## config.mk

```make
export PLATFORM = sky130hd
export DESIGN_NAME = nibble_serial_add_ctrl
export DESIGN_NICKNAME = d
export VERILOG_FILES = /design/src/rtl/nibble_serial_add_ctrl.sv
export SDC_FILE = /design/constraint.sdc
export NUM_CORES = 1
export LEC_CHECK = 0
export ABC_AREA = 1
export BUFFER_PORTS_ARGS = -buffer_cell sky130_fd_sc_hd__buf_2
export CAP_MARGIN = 20
export CORE_MARGIN = 2
export CORE_UTILIZATION = 46
export CTS_CLUSTER_SIZE = 20
export DETAILED_ROUTE_END_ITERATION = 8
export PLACE_DENSITY = 0.74
export SETUP_SLACK_MARGIN = 0.5
export SLEW_MARGIN = 20
export SYNTH_ARGS = -nofsm -noshare
export SYNTH_HDL_FRONTEND = slang
export SYNTH_SLANG_ARGS = --single-unit
```

## constraint.sdc

```tcl
create_clock -name clk -period 1.35 [get_ports clk]
set_input_delay 0.135 -clock clk [delete_from_list [all_inputs] [get_ports clk]]
set_output_delay 0.135 -clock clk [all_outputs]
set_load 0.02 [all_outputs]
```

## src/rtl/nibble_serial_add_ctrl.sv

```systemverilog
// nibble_serial_add_ctrl
// Performs a WIDTH-bit add by stepping one shared external 4-bit adder slice
// through the operands, one nibble per clock, least significant nibble first.
//
// Optional feature macro: NIBBLE_SERIAL_SUB_EN
//   When defined, adds op_sub. With op_sub=1 the slice is fed ~B with a
//   carry-in of 1, giving a - b; c_out=1 then means no borrow.
//
// Ports
//   clk, rst_n          clock, synchronous active-low reset
//   op_sub              (NIBBLE_SERIAL_SUB_EN only) subtract request
//   in_valid/in_ready   operand handshake (a, b, c_in sampled on accept)
//   out_valid/out_ready result handshake (sum, c_out)
//   add_x/add_y/add_ci  drive the external adder slice
//   add_s/add_co        combinational results from the adder slice
//
// WIDTH must be a multiple of 4 and at least 4.

module nibble_serial_add_ctrl #(
  parameter int unsigned WIDTH = 16
) (
  input  logic             clk,
  input  logic             rst_n,
`ifdef NIBBLE_SERIAL_SUB_EN
  input  logic             op_sub,
`endif
  input  logic             in_valid,
  output logic             in_ready,
  input  logic [WIDTH-1:0] a,
  input  logic [WIDTH-1:0] b,
  input  logic             c_in,
  output logic             out_valid,
  input  logic             out_ready,
  output logic [WIDTH-1:0] sum,
  output logic             c_out,
  output logic [3:0]       add_x,
  output logic [3:0]       add_y,
  output logic             add_ci,
  input  logic [3:0]       add_s,
  input  logic             add_co
);

  localparam int unsigned NIB   = WIDTH / 4;
  localparam int unsigned IDX_W = (NIB > 1) ? $clog2(NIB) : 1;

  typedef enum logic [1:0] {
    IDLE = 2'd0,
    RUN  = 2'd1,
    DONE = 2'd2
  } state_t;

  state_t             state_q,     state_d;
  logic [IDX_W-1:0]   idx_q,       idx_d;
  logic               carry_q,     carry_d;
  logic [WIDTH-1:0]   op_a_q,      op_a_d;
  logic [WIDTH-1:0]   op_b_q,      op_b_d;
  logic [WIDTH-1:0]   sum_q,       sum_d;
  logic               c_out_q,     c_out_d;
  logic               in_ready_q,  in_ready_d;
  logic               out_valid_q, out_valid_d;
`ifdef NIBBLE_SERIAL_SUB_EN
  logic               sub_q,       sub_d;
`endif

  // State and datapath registers
  always_ff @(posedge clk) begin
    if (!rst_n) begin
      state_q     <= IDLE;
      idx_q       <= '0;
      carry_q     <= 1'b0;
      op_a_q      <= '0;
      op_b_q      <= '0;
      sum_q       <= '0;
      c_out_q     <= 1'b0;
      in_ready_q  <= 1'b1;
      out_valid_q <= 1'b0;
`ifdef NIBBLE_SERIAL_SUB_EN
      sub_q       <= 1'b0;
`endif
    end else begin
      state_q     <= state_d;
      idx_q       <= idx_d;
      carry_q     <= carry_d;
      op_a_q      <= op_a_d;
      op_b_q      <= op_b_d;
      sum_q       <= sum_d;
      c_out_q     <= c_out_d;
      in_ready_q  <= in_ready_d;
      out_valid_q <= out_valid_d;
`ifdef NIBBLE_SERIAL_SUB_EN
      sub_q       <= sub_d;
`endif
    end
  end

  // Next-state, next-datapath and adder-slice drive
  always_comb begin
    state_d     = state_q;
    idx_d       = idx_q;
    carry_d     = carry_q;
    op_a_d      = op_a_q;
    op_b_d      = op_b_q;
    sum_d       = sum_q;
    c_out_d     = c_out_q;
    in_ready_d  = in_ready_q;
    out_valid_d = out_valid_q;
`ifdef NIBBLE_SERIAL_SUB_EN
    sub_d       = sub_q;
`endif
    add_x       = 4'h0;
    add_y       = 4'h0;
    add_ci      = 1'b0;

    unique case (state_q)
      IDLE: begin
        if (in_valid && in_ready_q) begin
          op_a_d     = a;
          op_b_d     = b;
          idx_d      = '0;
          carry_d    = c_in;
`ifdef NIBBLE_SERIAL_SUB_EN
          sub_d      = op_sub;
          // a - b == a + ~b + 1
          if (op_sub) carry_d = 1'b1;
`endif
          in_ready_d = 1'b0;
          state_d    = RUN;
        end
      end

      RUN: begin
        // Select the current nibble and write back the slice result in place
        for (int unsigned k = 0; k < NIB; k++) begin
          if (idx_q == IDX_W'(k)) begin
            add_x = op_a_q[4*k +: 4];
`ifdef NIBBLE_SERIAL_SUB_EN
            add_y = sub_q ? ~op_b_q[4*k +: 4] : op_b_q[4*k +: 4];
`else
            add_y = op_b_q[4*k +: 4];
`endif
            sum_d[4*k +: 4] = add_s;
          end
        end
        add_ci  = carry_q;
        carry_d = add_co;

        if (idx_q == IDX_W'(NIB - 1)) begin
          c_out_d     = add_co;
          idx_d       = '0;
          out_valid_d = 1'b1;
          state_d     = DONE;
        end else begin
          idx_d = idx_q + IDX_W'(1);
        end
      end

      DONE: begin
        // Result is held until consumed; sum/c_out keep their value afterwards
        if (out_ready) begin
          out_valid_d = 1'b0;
          in_ready_d  = 1'b1;
          state_d     = IDLE;
        end
      end

      default: begin
        out_valid_d = 1'b0;
        in_ready_d  = 1'b1;
        state_d     = IDLE;
      end
    endcase
  end

  assign in_ready  = in_ready_q;
  assign out_valid = out_valid_q;
  assign sum       = sum_q;
  assign c_out     = c_out_q;

endmodule

```

==> reports/metrics.csv, run 1 <==
stage,metric,value,unit
critical_path,setup.worst_path.end_class,output port,
outcome,violations,setup timing,
clock_tree,htreeDepth,2,
critical_path,reg2reg_slack,-0.07,ns
drt,top_layer_used,met4,
sta,fmax,568,MHz
floorplan,dieArea,5710,um^2
cells_and_area,final_area,4020,um^2
drt,drt-pass1-iter-count,5,
synth,syn-instance-count,336,
clock_tree,cts_made_buffers,5,
synth,syn_nets,382,
pwr,p_total,0.00406,W
critical_path,cp.required,1.22,ns
floorplan,fp.dieW,75.6,um
synth,syn_avg_cell_area,7.01,um^2
drt,first_iter_violations,180,
critical_path,cpPeakStageDelay,0.37,ns
synth,synth_cell_types,19,
drt,routed_wl,7.83,mm
placement,port_buffers,69,
critical_path,arrival,1.62,ns
synth,ys_ff_latch,56,
grt,grt_overflow_total,0,
sta,rsz0062_at_grt,yes,
floorplan,io_pins,70,
synth,ys_top_cells_by_count,"nor2_1 (119), dfxtp_1 (56), o21ai_0 (47), nand2_1 (43), a21oi_1 (14)",
synth,synth_top_area_share,47.6,%
drt,drc,0,
sta,hold_violations,0,
drt,drt-vias-per-instance,5.25,
floorplan,die_h,75.6,um
drt,vias,2642,
synth,synthArstFlopShare,0,%
critical_path,rr_worst_depth,8,
grt,grt_pass1_wl,11.1,mm
synth,synth.largest_area_cell,dfxtp_1,
worst_hold_path,hold_class,input port to register,
critical_path,critPathLaunchType,register,
outcome,run_status,"complete, but fails checks",
cells_and_area,n_fill_cell,311,
drt,wl_per_cell,15.6,um
sta,slew_headroom,77.1,%
synth,yosysWarningCount,0,
floorplan,start_util,47.0,%
synth,synth_top_flop_cell,dfxtp_1,
floorplan,fp-row-count,26,
pwr,p_sw_share,31.5,%
critical_path,cp_cell_sequence,"buf_6, ha_4, buf_6, a21oi_2, nand2_1, nand2_1, nand2_2, buf_6",
worst_hold_path,min_to,op_a_q[12]$_SDFFE_PN0P_,
placement,dpl_cell_area,2900,um^2
job,max_cap_violations,0,
grt,grtUsageTotal,25.9,%
drt,ant_nets,0,
critical_path,cpMaxStageDelayCell,dfxtp_4,
clock_tree,cts_tree,yes,
clock_tree,clock-sinks,56,
pwr,powerDensity,1010,nW/um^2
grt,grt_max_degree,23,
pwr,switchingPower,0.00128,W
sta,fin_crit_sh,130,%
critical_path,timing.rr.start,state_q[1]$_SDFFE_PN0P_,
floorplan,core-area,5010,um^2
worst_hold_path,hp-start,a[12],
sta,drv_slew,0,
cells_and_area,antenna_cells,0,
sta,fin_crit,1.76,ns
critical_path,crit_path_frequent_cell,buf_6,
pwr,combPwrFrac,27.9,%
cells_and_area,nets,478,
synth,synth_edf_count,0,
critical_path,path_max_fanout,6,
synth,synth.cell_area,2360,um^2
drt,wl_met2,4.02,mm
synth,yosysMostFrequentCell,nor2_1,
clock_tree,clockRootBuffer,clkbuf_8,
synth,yosysSeqAreaShare,47.6,%
placement,gp_congestion,0.812,
worst_hold_path,hold_depth,3,
cells_and_area,final_util,80.3,%
critical_path,r2r-end,op_a_q[9]$_SDFFE_PN0P_,
sta,setup-violations-final,41,
grt,grt_pass1_vias,2380,
pwr,seq_power_share,46.9,%
cells_and_area,drive_above_1_share,54.3,%
sta,finClkSkew,0.00681,ns
pwr,p_leak,1.79,nW
clock_tree,path_clk_slew,0.10,ns
synth,synthTopCellsByArea,"dfxtp_1 (48%), nor2_1 (19%), o21ai_0 (10%)",
drt,drt-met1-wl,3.12,mm
clock_tree,ctsLongestPathBuffers,2,
pwr,vdd_drop_max,0.000856,V
pwr,internal-power,0.00278,W
critical_path,crit_type,register to output port,
sta,tightest_slew,0.343,ns
grt,antenna_found_initial,0,
clock_tree,insertion_delay,0.31,ns
pwr,p_clk_share,25.2,%
sta,layout_setup_ws,-0.409,ns
drt,met3_length,495,um
cells_and_area,area_growth_syn_to_layout,70.7,%
placement,hpwl,4.05,mm
==> layout by cell type, fill, tap and decap left out, types with 12 or more instances in the layout <==
cell type  count
o21ai_0       14
buf_6         42
o21ai_1       20
nand2_1       34
buf_2         41
a21oi_2       12
nor2_4        32
o21ai_2       15
dfxtp_2       18
nor2_2        12
dfxtp_1       33
nor2_1        76
==> metrics by stage <==
stage	TNS, ns	hold WS, ns	setup WS (ns)	instances
floorplan	0	0.250	0.185	336
global placement	-0.0352	0.370	-0.0148	468
detailed placement	-0.380	0.381	-0.0457	468
CTS	-2.38	0.0475	-0.303	500
global route	-6.12	0.0662	-0.464	503
finish	-3.87	0.0631	-0.409	503
==> area by class of cell <==
| class | count | area, um^2 | share of cell area (%) |
|---|---|---|---|
| repair inverters | 3 | 90.1 | 2.24 |
| clock inverters | 1 | 5.00 | 0.124 |
| multi-input cells | 249 | 1560 | 38.7 |
| well taps | 70 | 87.6 | 2.18 |
| clock buffers | 7 | 97.6 | 2.43 |
| repair buffers | 100 | 916 | 22.8 |
| inverters | 17 | 108 | 2.68 |
| flip-flops and latches | 56 | 1160 | 28.9 |
==> state kept, by name (all words and copies together) (netlist names) <==
name       count
c_out          1
carry_q        1
idx_q          2
in_ready       1
op_a_q        16
op_b_q        16
out_valid      1
state_q        2
sum           16
==> how the worst max path moves through the flow <==
stage,from,to,slack [ns],cells past startpoint
floorplan,idx_q[1]$_SDFFE_PN0P_,add_x[0],0.19,8
global placement,idx_q[0]$_SDFFE_PN0P_,add_x[0],-0.01,7
detailed placement,idx_q[0]$_SDFFE_PN0P_,add_y[3],-0.05,7
CTS,idx_q[0]$_SDFFE_PN0P_,add_x[0],-0.30,8
global route,idx_q[0]$_SDFFE_PN0P_,add_y[0],-0.46,8
finish,idx_q[0]$_SDFFE_PN0P_,add_y[0],-0.41,8
==> metal layers <==
layer	vias to the layer above	global-route usage [%]
met5	-	0
met3	20	4.89
li1	1267	-
met2	112	46.1
met4	0	9.36
met1	1243	31.0
==> timing repair <==
item | in CTS | in global routing
pin swaps | 22 | 40
setup endpoints to repair | 84 | 84
cloned | 7 | 0
hold buffers | 0 | 0
buffers inserted | 17 | 3
gates resized for setup | 148 | 76
==> power by group through the flow <==
stage	combinational (W)	clock (W)	sequential, W
floorplan	0.000445	0	0.00190
global placement	0.000613	0	0.00188
detailed placement	0.000625	0	0.00188
CTS	0.000946	0.00104	0.00187
global route	0.00121	0.00111	0.00192
finish	0.00113	0.00102	0.00190
==> worst max-delay path, delay by kind of cell (launching register included) <==
| family | cells | cell delay [ns] |
|---|---|---|
| adder cells (fa/ha/maj) | 1 | 0.20 |
| AND/OR/NAND/NOR | 3 | 0.23 |
| flip-flops | 1 | 0.37 |
| AO/OA/AOI/OAI | 1 | 0.13 |
| buffers and inverters | 3 | 0.39 |
==> kinds of logic (layout without fill, tap and decap cells) <==
kind of cell / after synthesis / after routing / synth area share [%]
AOI/OAI and AO/OA: 64 / 64 / 13.8
adders and majority gates: 4 / 4 / 2.12
buffers and inverters: 32 / 128 / 6.37
DFF: 56 / 56 / 47.6
and+or+nand+nor: 180 / 181 / 30.2
(Power assumes the default switching activity.)
==> run 2: changes to the inputs <==
--- a/config.mk
+++ b/config.mk
@@ -5,11 +5,11 @@
 export SDC_FILE = /design/constraint.sdc
 export NUM_CORES = 1
 export LEC_CHECK = 0
-export ABC_AREA = 1
+export ABC_AREA = 0
 export BUFFER_PORTS_ARGS = -buffer_cell sky130_fd_sc_hd__buf_2
 export CAP_MARGIN = 20
 export CORE_MARGIN = 2
-export CORE_UTILIZATION = 46
+export CORE_UTILIZATION = 47
 export CTS_CLUSTER_SIZE = 20
 export DETAILED_ROUTE_END_ITERATION = 8
 export PLACE_DENSITY = 0.74
==> reports/metrics.csv, run 2 <==
stage,metric,value,unit,change
outcome,run_status,"complete, but fails checks",,unchanged
outcome,violations,setup timing,,unchanged
critical_path,reg2reg_slack,-0.14,ns,was -0.07 ns
clock_tree,ctsLongestPathBuffers,2,,unchanged
cells_and_area,antenna_cells,0,,unchanged
critical_path,cpPeakStageDelay,0.41,ns,was 0.37 ns
pwr,p_leak,1.89,nW,was 1.79 nW
critical_path,cpMaxStageDelayCell,dfxtp_4,,unchanged
synth,synthAdderAreaFrac,1.89,%,was 2.12%
pwr,powerDensity,878,nW/um^2,was 1010 nW/um^2
pwr,p_total,0.00410,W,was 0.00406 W
floorplan,core-area,5470,um^2,was 5010 um^2
critical_path,path_max_fanout,8,,was 6
placement,gp_congestion,0.721,,was 0.812
sta,fin_crit_sh,143,%,was 130%
critical_path,timing.rr.start,state_q[1]$_SDFFE_PN0P_,,unchanged
synth,synthTopCellsByArea,"dfxtp_1 (42%), nand2_1 (11%), a21boi_1 (11%)",,"was dfxtp_1 (48%), nor2_1 (19%), o21ai_0 (10%)"
grt,grt_overflow_total,0,,unchanged
placement,pre_cts_slack,-0.194,ns,was -0.0457 ns
synth,synth-simple-area-share,24.3,%,was 30.2%
grt,grt_pass1_vias,2599,,was 2380
synth,synthMuxAreaShare,0,%,unchanged
clock_tree,cts_hold_buffers,0,,unchanged
sta,tightest_slew,0.367,ns,was 0.343 ns
floorplan,start_util,48.4,%,was 47.0%
grt,antenna_found_initial,0,,unchanged
drt,first_iter_violations,123,,was 180
synth,synth_top_area_share,42.3,%,was 47.6%
critical_path,cp.depth,7,,was 8
sta,rsz0062_at_grt,yes,,unchanged
synth,ys_top_cells_by_count,"nand2_1 (81), dfxtp_1 (56), a21boi_1 (39), nand3_1 (27), a21boi_0 (12)",,"was nor2_1 (119), dfxtp_1 (56), o21ai_0 (47), nand2_1 (43), a21oi_1 (14)"
floorplan,die_h,79.1,um,was 75.6 um
critical_path,startpoint,idx_q[1]$_SDFFE_PN0P_,,was idx_q[0]$_SDFFE_PN0P_
clock_tree,htreeDepth,2,,unchanged
synth,synth_top_flop_cell,dfxtp_1,,unchanged
floorplan,dieArea,6250,um^2,was 5710 um^2
placement,hpwl,4.60,mm,was 4.05 mm
sta,finClkSkew,0.00844,ns,was 0.00681 ns
pwr,internal-power,0.00280,W,was 0.00278 W
pwr,switchingPower,0.00130,W,was 0.00128 W
synth,synthArstFlopShare,0,%,unchanged
critical_path,cp_cell_sequence,"inv_4, ha_4, nor2b_4, buf_12, a221oi_4, o41ai_4, buf_4",,"was buf_6, ha_4, buf_6, a21oi_2, nand2_1, nand2_1, nand2_2, buf_6"
placement,dpl_cell_area,3450,um^2,was 2900 um^2
sta,fin_crit,1.93,ns,was 1.76 ns
synth,synth_compound_area_share,24.1,%,was 13.8%
critical_path,cp.buffers_inverters,3,,unchanged
clock_tree,cts_tree,yes,,unchanged
clock_tree,path_clk_slew,0.11,ns,was 0.10 ns
synth,synth_xor_xnor_area_share,0,%,unchanged
drt,vias,2809,,was 2642
cells_and_area,nets,464,,was 478
cells_and_area,area_growth_syn_to_layout,76.1,%,was 70.7%
critical_path,cp.required,1.22,ns,about the same
sta,hold_violations,0,,unchanged
pwr,p_sw_share,31.7,%,was 31.5%
clock_tree,clockRootBuffer,clkbuf_8,,unchanged
critical_path,arrival,1.80,ns,was 1.62 ns
pwr,combPwrFrac,30.7,%,was 27.9%
drt,routed_wl,9.75,mm,was 7.83 mm
synth,syn_nets,346,,was 382
cells_and_area,final_common_cell,nand2_1,,was nor2_1
cells_and_area,final_util,85.2,%,was 80.3%
critical_path,crit_end,add_x[1],,was add_y[0]
clock_tree,cts_made_buffers,5,,unchanged
grt,grt_max_degree,22,,was 23
critical_path,critPathLaunchType,register,,unchanged
clock_tree,clock-sinks,56,,unchanged
clock_tree,insertion_delay,0.32,ns,was 0.31 ns
synth,synth_edf_count,0,,unchanged
synth,synth.largest_area_cell,dfxtp_1,,unchanged
worst_hold_path,hold_class,input port to register,,unchanged
cells_and_area,final_area,4660,um^2,was 4020 um^2
critical_path,setup.worst_path.end_class,output port,,unchanged
sta,fmax,518,MHz,was 568 MHz
pwr,p_clk_share,24.4,%,was 25.2%
floorplan,fp.dieW,79.1,um,was 75.6 um
drt,drc,0,,unchanged
synth,yosysMostFrequentCell,nand2_1,,was nor2_1
placement,port_buffers,69,,unchanged
synth,synth.cell_area,2650,um^2,was 2360 um^2
sta,setup-violations-final,46,,was 41
synth,synth_top_family_by_area,simple AND/OR/NAND/NOR gates,,unchanged
sta,layout_setup_ws,-0.581,ns,was -0.409 ns
synth,synth_cell_types,33,,was 19
synth,yosysSeqAreaShare,42.3,%,was 47.6%
floorplan,fp-row-count,27,,was 26
synth,ys_ff_latch,56,,unchanged
critical_path,r2r-end,carry_q$_SDFFE_PN0P_,,was op_a_q[9]$_SDFFE_PN0P_
pwr,seq_power_share,44.9,%,was 46.9%
critical_path,rr_worst_depth,6,,was 8
sta,drv_slew,0,,unchanged
grt,grt_pass1_wl,12.5,mm,was 11.1 mm
cells_and_area,drive_above_1_share,64.4,%,was 54.3%
pwr,vdd_drop_max,0.000700,V,was 0.000856 V
synth,syn_avg_cell_area,8.83,um^2,was 7.01 um^2
grt,grtUsageTotal,26.0,%,was 25.9%
drt,wl_per_cell,19.9,um,was 15.6 um
drt,ant_nets,0,,unchanged
sta,slew_headroom,75.5,%,was 77.1%
floorplan,io_pins,70,,unchanged
critical_path,crit_family,buffers and inverters,,unchanged
drt,drt-vias-per-instance,5.72,,was 5.25
job,max_cap_violations,0,,unchanged
synth,syn-instance-count,300,,was 336
critical_path,crit_type,register to output port,,unchanged
cells_and_area,final_cell_mix,"nand2_1 (45), buf_6 (44), buf_2 (41), buf_4 (36), dfxtp_1 (33)",,"was nor2_1 (76), buf_6 (42), buf_2 (41), nand2_1 (34), dfxtp_1 (33)"
drt,drt-pass1-iter-count,4,,was 5
synth,yosysWarningCount,0,,unchanged
run 2: cell count changes in the layout (fill, tap and decap cells not counted), sizes merged, moves of 8 or more:
cell,before,now
nand2,47,82
o41ai,0,8
a221oi,0,8
a21boi,0,52
buf,100,136
nor2b,0,10
nand3,13,27
nor2,120,1
a21oi,15,2
o21ai,49,2
inv,16,3
run 2: repair_timing:
action | CTS | global route
setup buffers | 17 | 18
pin swaps | 27 | 48
resized for setup | 139 | 65
gates cloned | 6 | 1
setup endpoints to repair | 84 | 84
run 2: worst register-to-register path, delay by kind of cell (launching register included):
kind	cells	cell delay, ns
compound gates	2	0.28
simple gates	1	0.38
buf+inv	3	0.34
flops	1	0.40
run 2: per-stage QoR:
step	std cells	hold slack (ns)	TNS (ns)
finish	491	0.0414	-7.39
global route	491	0.0346	-9.59
CTS	472	0.0425	-4.79
detailed placement	441	0.381	-1.45
global placement	441	0.374	-1.20
floorplan	300	0.270	-0.533
run 2: final cells by class:
type                       instances  area [um^2]
multi-input combinational        216         2020
clock buffer                       7         86.3
sequential                        56         1160
timing repair buffer             136         1280
inverter                           3         16.3
tap                               72         90.1
fill                             279          810
clock inverter                     1         7.51
run 2: cells by family after synthesis:
family          after synthesis
compound gates               75
buf+inv                      30
fa+ha+maj                     4
simple gates                135
flops                        56
run 2: how the worst min path moves through the flow:
stage / startpoint / to / slack, ns / cells after the start
after floorplan: a[11] / op_a_q[11]$_SDFFE_PN0P_ / 0.27 / 2
after global placement: b[9] / op_b_q[9]$_SDFFE_PN0P_ / 0.37 / 3
after detailed placement: b[15] / op_b_q[15]$_SDFFE_PN0P_ / 0.38 / 3
after CTS: a[12] / op_a_q[12]$_SDFFE_PN0P_ / 0.04 / 3
after global routing: b[5] / op_b_q[5]$_SDFFE_PN0P_ / 0.03 / 3
final: b[13] / op_b_q[13]$_SDFFE_PN0P_ / 0.04 / 3
run 2: power by group through the flow:
stage                     sequential, W  combinational (W)  clock, W
after floorplan                 0.00185           0.000516         0
after global placement          0.00185           0.000698         0
after detailed placement        0.00185           0.000717         0
after CTS                       0.00183            0.00103  0.000981
after global routing            0.00184            0.00131   0.00107
final                           0.00184            0.00126   0.00100
run 2: per-layer routing:
metal  global-route usage [%]  vias to the layer above  part of all wire [%]  wire (um)
met2                     49.7                      127                    52       5100
li1                         -                     1267                     -          -
met4                     7.93                        0                   3.6        347
met3                     5.23                       39                   4.8        469
met1                     28.5                     1376                    39       3840
met5                        0                        -                     0          0
==> run 3: changes to the inputs <==
--- a/config.mk
+++ b/config.mk
@@ -9,10 +9,11 @@
 export BUFFER_PORTS_ARGS = -buffer_cell sky130_fd_sc_hd__buf_2
 export CAP_MARGIN = 20
 export CORE_MARGIN = 2
-export CORE_UTILIZATION = 47
+export CORE_UTILIZATION = 50
+export CTS_CLUSTER_DIAMETER = 150
 export CTS_CLUSTER_SIZE = 20
 export DETAILED_ROUTE_END_ITERATION = 8
-export PLACE_DENSITY = 0.74
+export PLACE_DENSITY = 0.75
 export SETUP_SLACK_MARGIN = 0.5
 export SLEW_MARGIN = 20
 export SYNTH_ARGS = -nofsm -noshare
==> constraint.sdc (replaced) <==
create_clock -name clk -period 2.2 [get_ports clk]
set_input_delay 0.22 -clock clk [delete_from_list [all_inputs] [get_ports clk]]
set_output_delay 0.22 -clock clk [all_outputs]
set_load 0.02 [all_outputs]
==> reports/metrics.csv, run 3 (synthesized netlist as in run 2, its figures left out) <==
stage,metric,value,unit,change
clock_tree,htreeDepth,2,,unchanged
clock_tree,insertion_delay,0.30,ns,was 0.32 ns
cells_and_area,final_cell_mix,"nand2_1 (81), buf_2 (63), dfxtp_1 (52), a21boi_1 (39), nand3_1 (27)",,"was nand2_1 (45), buf_6 (44), buf_2 (41), buf_4 (36), dfxtp_1 (33)"
sta,fin_crit,2.00,ns,
floorplan,io_pins,70,,unchanged
clock_tree,path_clk_slew,0.09,ns,was 0.11 ns
cells_and_area,seq_area,1130,um^2,was 1160 um^2
clock_tree,cts_tree,yes,,unchanged
drt,wl_met2,2.98,mm,was 5.10 mm
critical_path,setup.worst_path.end_class,output port,,unchanged
floorplan,die_h,76.8,um,was 79.1 um
sta,rsz0062_at_grt,yes,,unchanged
drt,met3_length,366,um,was 469 um
sta,finClkSkew,0.00353,ns,was 0.00844 ns
critical_path,path_max_fanout,4,,was 8
job,max_cap_violations,0,,unchanged
floorplan,start_util,51.9,%,was 48.4%
drt,top_layer_used,met4,,unchanged
grt,grt_pass1_wl,10.2,mm,was 12.5 mm
sta,fin_crit_sh,91.1,%,
floorplan,fp-row-count,26,,was 27
pwr,p_total,0.00205,W,was 0.00410 W
critical_path,arrival,1.78,ns,was 1.80 ns
placement,dp_cells,418,,was 441
cells_and_area,final_common_cell,nand2_1,,unchanged
floorplan,fp.dieW,76.8,um,was 79.1 um
drt,drt-pass1-iter-count,4,,unchanged
placement,gp_congestion,0.786,,was 0.721
sta,hold_violations,0,,unchanged
outcome,run_status,"finished, final reports clean",,"was complete, but fails checks"
sta,setup-violations-final,0,,was 46
worst_hold_path,hold_class,input port to register,,unchanged
clock_tree,clockRootBuffer,clkbuf_8,,unchanged
drt,drc,0,,unchanged
cells_and_area,multi_input_area,1390,um^2,was 2020 um^2
drt,first_iter_violations,129,,was 123
pwr,p_leak,1.35,nW,was 1.89 nW
drt,ant_nets,0,,unchanged
placement,port_buffers,69,,unchanged
critical_path,crit_type,register to output port,,unchanged
sta,slew_headroom,47.6,%,was 75.5%
critical_path,critPathLaunchType,register,,unchanged
drt,drt-vias-per-instance,5.31,,was 5.72
sta,tns,0,ns,was -7.39 ns
drt,vias,2317,,was 2809
grt,antenna_found_initial,0,,unchanged
sta,tightest_slew,0.786,ns,was 0.367 ns
clock_tree,ctsLongestPathBuffers,2,,unchanged
grt,grt_pass1_vias,2248,,was 2599
drt,routed_wl,6.01,mm,was 9.75 mm
critical_path,cp.required,1.98,ns,was 1.22 ns
cells_and_area,area_growth_syn_to_layout,22.0,%,was 76.1%
placement,hpwl,4.05,mm,was 4.60 mm
clock_tree,cts_made_buffers,5,,unchanged
floorplan,dieArea,5900,um^2,was 6250 um^2
grt,grtUsageTotal,21.0,%,was 26.0%
cells_and_area,antenna_cells,0,,unchanged
pwr,vdd_drop_max,0.000396,V,was 0.000700 V
drt,drt-met1-wl,2.59,mm,was 3.84 mm
floorplan,core-area,5110,um^2,was 5470 um^2
cells_and_area,nets,411,,was 464
grt,grt_max_degree,57,,was 22
clock_tree,cts_hold_buffers,0,,unchanged
grt,grt_overflow_total,0,,unchanged
pwr,powerDensity,633,nW/um^2,was 878 nW/um^2
sta,fmax,499,MHz,
drt,wl_per_cell,13.8,um,was 19.9 um
clock_tree,clock-sinks,56,,unchanged
cells_and_area,drive_above_1_share,32.2,%,was 64.4%
cells_and_area,n_fill_cell,474,,was 279
cells_and_area,final_cell_count_no_fill,436,,was 491
sta,drv_slew,0,,unchanged
-- run 3: power breakdown --
| group | internal, W | leakage (nW) | switching (W) |
|---|---|---|---|
| combinational | 0.000176 | 0.842 | 0.000205 |
| sequential | 0.00107 | 0.459 | 0.0000414 |
| clock | 0.000257 | 0.0455 | 0.000300 |
-- run 3: critical path, cell delays in order, from the launching register on --
cell and delay, ns:
dfxtp_4 0.38, inv_4 0.09, ha_4 0.13, nor2b_4 0.21, buf_6 0.13, a221oi_2 0.05, o41ai_2 0.29, buf_4 0.20
-- run 3: routing by layer --
layer	vias to the layer above	track usage, %
li1	1156	-
met1	1074	24.5
met2	77	36.9
met3	10	5.88
met4	0	7.09
met5	-	0
-- run 3: layout make-up --
type	count	share of cell area, %
repair buffers	85	15.8
flip-flops and latches	56	35.1
clock buffers	8	2.79
well taps	70	2.71
multi-input cells	214	43.1
inverters	3	0.503
-- run 3: metrics by stage --
| step | area [um^2] | hold slack (ns) | setup slack (ns) | util (%) |
|---|---|---|---|---|
| 2_1_floorplan | 2650 | 0.355 | 0.500 | - |
| 3_3_place_gp | 2940 | 0.439 | 0.379 | 57.6 |
| 3_5_place_dp | 2940 | 0.446 | 0.299 | 57.6 |
| 4_1_cts | 3180 | 0.137 | 0.230 | 62.2 |
| 5_1_grt | 3230 | 0.140 | 0.120 | 63.3 |
| 6_report | 3230 | 0.145 | 0.197 | 63.3 |
-- run 3: worst paths after layout --
check	cells after the start	slack, ns	start	endpoint
setup / recovery	7	0.20	idx_q[0]$_SDFFE_PN0P_	add_y[2]
hold / removal	3	0.14	b[5]	op_b_q[5]$_SDFFE_PN0P_
setup reg to reg	4	0.71	state_q[1]$_SDFFE_PN0P_	op_a_q[6]$_SDFFE_PN0P_
hold reg to reg	2	0.45	sum[11]$_SDFFE_PN0P_	sum[11]$_SDFFE_PN0P_
-- run 3: repair_timing --
action                                  in CTS  in global routing
endpoints found under the setup margin      33                 10
pin swaps                                    2                  3
hold endpoints to repair                     0                  0
setup buffers                                8                  2
resized for setup                           20                  8
gates cloned                                 0                  0
